===== src/rtl/pic_irq_core.sv =====
// Programmable interrupt controller core: edge/level request capture, rotating
// priority arbitration with full nesting, two-pulse acknowledge and EOI handling.
module pic_irq_core #(
    parameter int NUM_IRQ = 8,
    parameter int VEC_W   = 8
) (
    input  logic               clock,
    input  logic               reset,
    input  logic               write_enable,
    input  logic               read_enable,
    input  logic [1:0]         address,
    input  logic [31:0]        write_data,
    output logic [31:0]        read_data,
    input  logic [NUM_IRQ-1:0] irq_in,
    input  logic               inta_n,
    output logic               int_out,
    output logic [VEC_W-1:0]   vector_out,
    output logic               vector_valid
);

    localparam int ID_W = $clog2(NUM_IRQ);

    typedef enum logic [1:0] {IDLE, ACK1, ACK2} state_t;

    // Distance below the current top-priority channel; smaller means more urgent.
    function automatic logic [ID_W-1:0] rank_of(input logic [ID_W-1:0] ch,
                                                input logic [ID_W-1:0] lp);
        return ch - lp - ID_W'(1);
    endfunction

    function automatic logic [ID_W:0] pick_highest(input logic [NUM_IRQ-1:0] vec,
                                                   input logic [ID_W-1:0]    lp);
        logic            found;
        logic [ID_W-1:0] ch;
        logic [ID_W-1:0] id;
        found = 1'b0;
        id    = '0;
        for (int k = 0; k < NUM_IRQ; k++) begin
            ch = lp + ID_W'(1) + ID_W'(k);
            if (!found && vec[ch]) begin
                found = 1'b1;
                id    = ch;
            end
        end
        return {found, id};
    endfunction

    state_t             state, state_next;
    logic [NUM_IRQ-1:0] irr, isr, imr, trig, irq_prev;
    logic [NUM_IRQ-1:0] irr_next, isr_next, ack_set, eoi_clr, aeoi_clr;
    logic               aeoi, rot_aeoi;
    logic [VEC_W-1:0]   vector_base;
    logic [ID_W-1:0]    lowest_prio, lowest_prio_next;
    logic [ID_W-1:0]    ack_id;
    logic               ack_spur;
    logic               inta_prev;
    logic               int_next;
    logic [31:0]        read_mux;

    logic               inta_fall, ack_take, pending;
    logic               win_valid, isr_valid;
    logic [ID_W-1:0]    win_id, isr_top;
    logic               eoi_cmd, eoi_hit, aeoi_hit;
    logic [ID_W-1:0]    eoi_id;
    logic               unused_bits;

    assign unused_bits = ^write_data;

    assign inta_fall              = inta_prev & ~inta_n;
    assign {win_valid, win_id}    = pick_highest(irr & ~imr, lowest_prio);
    assign {isr_valid, isr_top}   = pick_highest(isr, lowest_prio);
    assign pending  = win_valid &&
                      (!isr_valid || (rank_of(win_id, lowest_prio) < rank_of(isr_top, lowest_prio)));
    assign ack_take = (state == IDLE) && inta_fall;

    // A base write (bit10) shares the address with EOI and suppresses it.
    assign eoi_cmd  = write_enable && (address == 2'd3) && !write_data[10];
    assign eoi_id   = write_data[8] ? write_data[ID_W-1:0] : isr_top;
    assign eoi_hit  = eoi_cmd && (write_data[8] ? isr[write_data[ID_W-1:0]] : isr_valid);
    assign aeoi_hit = (state == ACK2) && aeoi && !ack_spur;

    assign ack_set  = NUM_IRQ'(ack_take && win_valid) << win_id;
    assign eoi_clr  = NUM_IRQ'(eoi_hit) << eoi_id;
    assign aeoi_clr = NUM_IRQ'(aeoi_hit) << ack_id;

    always_comb begin
        // NOTE: every combinational output gets a default first so no path
        // leaves it unassigned and a latch is never inferred.
        lowest_prio_next = lowest_prio;
        // Clear-then-set ordering lets a fresh edge or ack win over a same-cycle clear.
        irr_next = (trig & irq_in) | (~trig & ((irr & ~ack_set) | (irq_in & ~irq_prev)));
        isr_next = (isr & ~eoi_clr & ~aeoi_clr) | ack_set;
        if (eoi_hit && write_data[9])
            lowest_prio_next = eoi_id;
        else if (aeoi_hit && rot_aeoi)
            lowest_prio_next = ack_id;
    end

    always_comb begin
        read_mux = '0;
        case (address)
            2'd0: read_mux[NUM_IRQ-1:0] = irr;
            2'd1: read_mux[NUM_IRQ-1:0] = imr;
            2'd2: read_mux[NUM_IRQ-1:0] = isr;
            default: begin
                read_mux[VEC_W-1:0]  = vector_base;
                read_mux[16 +: ID_W] = lowest_prio;
            end
        endcase
    end

    always_ff @(posedge clock or posedge reset) begin
        if (reset)
            state <= IDLE;
        else
            state <= state_next;
    end

    always_comb begin
        state_next = state;
        case (state)
            IDLE:    if (inta_fall) state_next = ACK1;
            ACK1:    if (inta_fall) state_next = ACK2;
            ACK2:    state_next = IDLE;
            default: state_next = IDLE;
        endcase
    end

    always_comb begin
        vector_valid = (state == ACK2);
        vector_out   = (state == ACK2) ? vector_base + VEC_W'(ack_id) : '0;
        int_next     = (state == IDLE) && !inta_fall && pending;
    end

    always_ff @(posedge clock or posedge reset) begin
        if (reset) begin
            irr         <= '0;
            isr         <= '0;
            imr         <= '0;
            trig        <= '0;
            irq_prev    <= '0;
            aeoi        <= 1'b0;
            rot_aeoi    <= 1'b0;
            vector_base <= '0;
            lowest_prio <= ID_W'(NUM_IRQ - 1);
            ack_id      <= '0;
            ack_spur    <= 1'b0;
            inta_prev   <= 1'b0;
            int_out     <= 1'b0;
            read_data   <= '0;
        end else begin
            // NOTE: non-blocking assignments so every register samples the
            // pre-edge values regardless of statement order.
            irr         <= irr_next;
            isr         <= isr_next;
            lowest_prio <= lowest_prio_next;
            irq_prev    <= irq_in;
            inta_prev   <= inta_n;
            int_out     <= int_next;
            if (read_enable)
                read_data <= read_mux;
            if (ack_take) begin
                ack_id   <= win_valid ? win_id : ID_W'(NUM_IRQ - 1);
                ack_spur <= !win_valid;
            end
            if (write_enable) begin
                case (address)
                    2'd0: begin
                        aeoi     <= write_data[0];
                        rot_aeoi <= write_data[1];
                    end
                    2'd1: imr  <= write_data[NUM_IRQ-1:0];
                    2'd2: trig <= write_data[NUM_IRQ-1:0];
                    default: if (write_data[10]) vector_base <= write_data[VEC_W-1:0];
                endcase
            end
        end
    end

endmodule


===== config.mk =====
export PLATFORM = sky130hd
export DESIGN_NAME = pic_irq_core
export DESIGN_NICKNAME = d
export VERILOG_FILES = /design/src/rtl/pic_irq_core.sv
export SDC_FILE = /design/constraint.sdc
export NUM_CORES = 1
export LEC_CHECK = 0
export BUFFER_PORTS_ARGS = -buffer_cell sky130_fd_sc_hd__clkbuf_2
export CAP_MARGIN = 25
export CORE_MARGIN = 2
export CORE_UTILIZATION = 45
export DETAILED_ROUTE_END_ITERATION = 8
export PLACE_DENSITY = 0.66
export SYNTH_ARGS = -nofsm -noshare
export SYNTH_HDL_FRONTEND = slang
export SYNTH_SLANG_ARGS = --single-unit
export TNS_END_PERCENT = 30

===== constraint.sdc =====
create_clock -name clock -period 10.4 [get_ports clock]
set_input_delay 0 -clock clock [delete_from_list [all_inputs] [get_ports clock]]
set_output_delay 0 -clock clock [all_outputs]
set_load 0.1 [all_outputs]

Yosys cells after proc, flatten, opt, wreduce, memory -nomap -nowiden
Index checks and enable logic that the tools add are counted.
{"block": "word_totals", "ff_bits": 72, "output_inout_bits": 42, "inputBits": 47}
{"block": "op_classes", "n_bitwise": 19, "n_reduce_logical": 55, "add_sub_neg": 13, "n_mux": 77, "eq_ne": 7, "n_shift": 3, "order_cmp": 10}
{"op": "$mux 3", "count": 21}
{"op": "$and 8x8->8", "count": 7}
{"op": "$bmux 1 s3", "count": 17}
{"op": "$not 8->8", "count": 6}
{"op": "$lt 3x4->1 const B", "count": 9}
{"op": "$mux 1", "count": 34}
{"op": "$logic_and 1x1->1", "count": 26}
{"op": "$or 8x8->8", "count": 3}
{"op": "$pmux 8 s3", "count": 1}
{"op": "$shl 1x3->8", "count": 3}
{"op": "$logic_not 1->1", "count": 19}
{"op": "$add 3x3->3 const B", "count": 4}
{"op": "$add 8x3->8", "count": 1}
{"op": "$mux 8", "count": 1}
{"op": "$reduce_and 2->1", "count": 4}
{"op": "$add 3x1->3 const B", "count": 2}
{"op": "$add 3x2->3 const B", "count": 2}
{"op": "$eq 2x2->1 const B", "count": 3}
{"op": "$sub 3x1->3 const B", "count": 2}
{"op": "$sub 3x3->3", "count": 2}
{"op": "$eq 2x1->1 const B", "count": 2}
{"op": "$logic_not 2->1", "count": 2}
{"op": "$mux 2", "count": 2}
{"op": "$ne 2x2->1 const B", "count": 2}
{"op": "other kinds (8)", "count": 9}

Depth between registers and ports, before layout
{"block": "depth", "depth_word": 33, "ltp_mapped": 22, "ltp_nobuf": 17}

Worst setup path before layout
No wires, ideal clock.
{"block": "synth_path", "path_kind": "register to register", "start": "reg lowest_prio[0]", "end": "reg int_out", "t_arrival_ns": 4.484, "stages_incl_launch_ff": 22, "setup_slack_ns": 5.844, "period_less_slack_ns": 4.556, "t_required_ns": 10.328, "path_buffers": 7, "path_cell_list": "dfstp_2 -> buf_6 -> inv_2 -> buf_2 -> ha_1 -> buf_6 -> buf_2 -> buf_2 -> buf_1 -> clkbuf_1 -> a211oi_1 -> nand4_1 -> o211ai_1 -> o21ai_2 -> inv_2 -> ha_1 -> fa_1 -> ha_1 -> a21o_1 -> a21oi_1 -> a21oi_1 -> nor2_1"}
{"block": "synth_between", "elab_chain_cells": 31, "elab_cells_between_ends": 109}
{"item": "start, declared", "line": "53", "rtl": "logic [ID_W-1:0] lowest_prio, lowest_prio_next;"}
{"item": "start signal, assigned", "line": "145", "rtl": "lowest_prio <= ID_W'(NUM_IRQ - 1);"}
{"item": "start signal, assigned", "line": "156", "rtl": "lowest_prio <= lowest_prio_next;"}
{"item": "branches (longest 29 deep; another with $add 3x1->3)"}
{"item": "$logic_and 1x1->1 *", "line": "72", "rtl": "assign pending = win_valid &&"}
{"item": "$logic_and 1x1->1 *", "line": "132", "rtl": "int_next = (state == IDLE) && !inta_fall && pending;"}
{"item": "via int_next", "line": "57", "rtl": "logic int_next;"}
{"item": "end signal, assigned", "line": "159", "rtl": "int_out <= int_next;"}
{"item": "end, declared", "line": "16", "rtl": "output logic int_out,"}
Mark *: on every way through the listed nets, which the timed path passes. The select of a mux whose other input is x is not followed.
A chain may end at the register's enable or synchronous reset.

Worst setup path after layout
Ends and elaborated chain as after synthesis.

==> metrics <==
status=complete, no violations; Max-slew headroom=30.15%; DRC errors left=0; # Max-Cap Violations=0; vias per cell=5.922; top routing layer used=met4; fin util=51.87%; fin cells=797; worst endpoint required time=10.66 ns; Nets=679; clock sinks=72; dpl cells=765; Worst-Margin Slew=1.038 ns; gp weighted congestion=0.8801; cell count after synthesis=568; router iterations before antenna repair=5; metal2 WL=7.156 mm; post-synthesis async set-or-reset flop share=100.0%; CTS max path bufs=2; Ports=89; Die Width=116.8 um; CP Data Arrival Time=6.08 ns; worst reg2reg setup slack=4.58 ns; die area=0.01364 mm2; cts bufs inserted=9; Pins Over Slew Limit=0; Synth-to-Final Area Change=13.37%; Startpoint Class=flop; WL met1=6.501 mm; Die Y=116.8 um; Ant. Diodes=0; port bufs=46; Core Region=0.01252 mm2; # resized after CTS=0; WS Path Type=flop to flop; Max Freq=0.1719 GHz; layout cells sized above 1=24.96%; Root Driver=clkbuf_16; initial antenna violation count=0; Worst Skew=0.007268 ns; synthesized flop and latch total=72; Worst-path clk slew=0.06 ns; H-tree levels=3; Total Wirelength=14.70 mm; FF-to-FF path depth=17; Post-synth top flop=dfrtp_1; register area share after synthesis=31.53%; CP Max Fanout=30; Avg Cell Area, Syn=10.08 um2; vias in the first global route=4587; Final Critical Period=5.818 ns; DR WL met3=736 um; number of setup buffers added after CTS=0; total congestion overflow=0; Fin Setup TNS=0 ns; Worst setup EP type=flop; fillers=1143; Hold Path Stages=3; final antenna-violating net count=0; WL/cell=18.45 um; CTS tree=done; unrepaired setup endpoints after global routing=no; Post-synth EDFFs=0; Hold Crit Class=input port to flop; row count=41; Iter 0 DRT Violations=394; hold buffer count at cts=16; HPWL Detailed=11.06 mm; Syn Std Cell Area=0.005727 mm2; GRT Resource Usage Total=22.93%; Clk Latency, worst-skew pair=0.34 ns; vias=4720; final hold vios=0; largest net degree at the start of global routing=73; first-pass GRT wire length=24.07 mm; Yosys cell types=78; Starting Density=45.75%; total number of yosys warnings=0; Final setup viols=0; Tcrit/Tclk final=55.94%
## logic make-up after synthesis
| group | count (synthesis) | synth area share, % |
|---|---|---|
| compound gates | 137 | 16.58 |
| simple gates | 174 | 16.54 |
| mux | 88 | 23.01 |
| fa+ha+maj | 12 | 3.015 |
| buf+inv | 68 | 6.314 |
| other cells | 1 | 0.06548 |
| flops | 72 | 31.53 |
| xor+xnor | 16 | 2.949 |
## final timing paths
path | endpoint | from
setup / recovery | int_out | lowest_prio[0]
hold / removal | read_data[17] | read_enable
setup reg to reg | int_out | lowest_prio[0]
hold reg to reg | state[0] | state[1]
max in group asynchronous | int_out | reset
min in group asynchronous | irq_prev[6] | reset
## state kept, by name (all words and copies together) (netlist names)
| register | cells |
|---|---|
| ack_id | 3 |
| ack_spur | 1 |
| aeoi | 1 |
| imr | 8 |
| int_out | 1 |
| inta_prev | 1 |
| irq_prev | 8 |
| irr | 8 |
| isr | 8 |
| lowest_prio | 3 |
| read_data | 11 |
| rot_aeoi | 1 |
| state | 2 |
| trig | 8 |
| vector_base | 8 |
## layer usage
layer	vias up	global-route usage, %
met4	0	8.314
met5	-	0
met1	2332	32.11
li1	2197	-
met2	168	36.42
met3	23	3.553
## cell usage in the layout (no fill, tap or decap), drive strengths merged, types with 6 or more instances in the layout
master and instances:
dfrtp 69, clkbuf 57, mux2 40, o21ai 34, nand2 33, nor2 32
mux4 29, nand2b 28, a21oi 24, inv 23, conb 21, nor2b 19
mux2i 19, dlygate4sd3 16, nor3 14, o22ai 10, nor3b 9, a211oi 9
nand3 9, ha 9, a31oi 8, xor2 7, o211ai 7, xnor2 7
o21bai 6, or4 6
## cells in the mapped netlist (all sizes together) (2+ instances only)
library cell / number / area share (%)
o22ai: 10 / 1.1
mux2i: 19 / 3.5
nor2b: 19 / 2.1
dfstp: 3 / 1.4
nor3b: 9 / 1.2
o31ai: 4 / 0.52
inv: 23 / 1.5
xnor2: 7 / 1.1
clkbuf: 13 / 0.85
dfrtp: 69 / 30
o21ai: 34 / 3.1
a2bb2oi: 3 / 0.46
a31o: 3 / 0.46
a21o: 5 / 0.66
o211ai: 7 / 0.92
a211oi: 9 / 1.2
a21oi: 24 / 2.1
fa: 3 / 1.0
buf: 32 / 4.0
nand2b: 28 / 3.1
mux4: 29 / 12
nand3: 9 / 0.79
mux2: 40 / 7.9
xor2: 7 / 1.1
a2111oi: 2 / 0.31
nand2: 33 / 2.2
or3: 3 / 0.42
and2: 5 / 0.63
nand4: 3 / 0.33
o21bai: 6 / 0.79
or2: 3 / 0.33
or2b: 3 / 0.42
nor3: 14 / 1.3
nor2: 32 / 2.1
or4: 6 / 0.85
nor4: 3 / 0.33
o21a: 2 / 0.26
a221oi: 4 / 1.0
ha: 9 / 2.0
a31oi: 8 / 0.87
nand3b: 2 / 0.26
## layout make-up
| cell class | instances | area [um2] | area share [%] |
|---|---|---|---|
| Clock inverter | 5 | 80.08 | 1.233 |
| Multi-Input combinational cell | 448 | 3642 | 56.10 |
| Timing Repair Buffer | 66 | 420.4 | 6.475 |
| Clock buffer | 11 | 242.7 | 3.739 |
| Sequential cell | 72 | 1805 | 27.81 |
| Tap cell | 172 | 215.2 | 3.315 |
| Inverter | 23 | 86.33 | 1.330 |
## through the flow
stage                     setup WS (ns)  hold WS [ns]  area [um2]
after floorplan                   5.844       0.03143        5802
after global placement            4.705        0.1255        6010
after detailed placement          4.631        0.1239        6010
after CTS                         4.601       0.08253        6492
after global routing              4.165        0.1260        6492
final                             4.582       0.08456        6492
## worst max-delay path, cell delays in order, from the launching register on
cell	delay [ns]
dfstp_2	0.99
inv_2	0.33
ha_1	0.46
xnor3_1	0.49
mux4_2	0.56
mux2i_1	0.35
a211oi_1	0.15
nand4_1	0.21
o211ai_1	0.12
o21ai_2	0.40
inv_2	0.17
ha_1	0.24
fa_1	0.47
ha_1	0.30
a21o_1	0.15
a21oi_1	0.13
a21oi_1	0.07
nor2_1	0.12
Power is not shown: default switching activity piles up to over one toggle a cycle in this logic, so the estimate is an artifact.
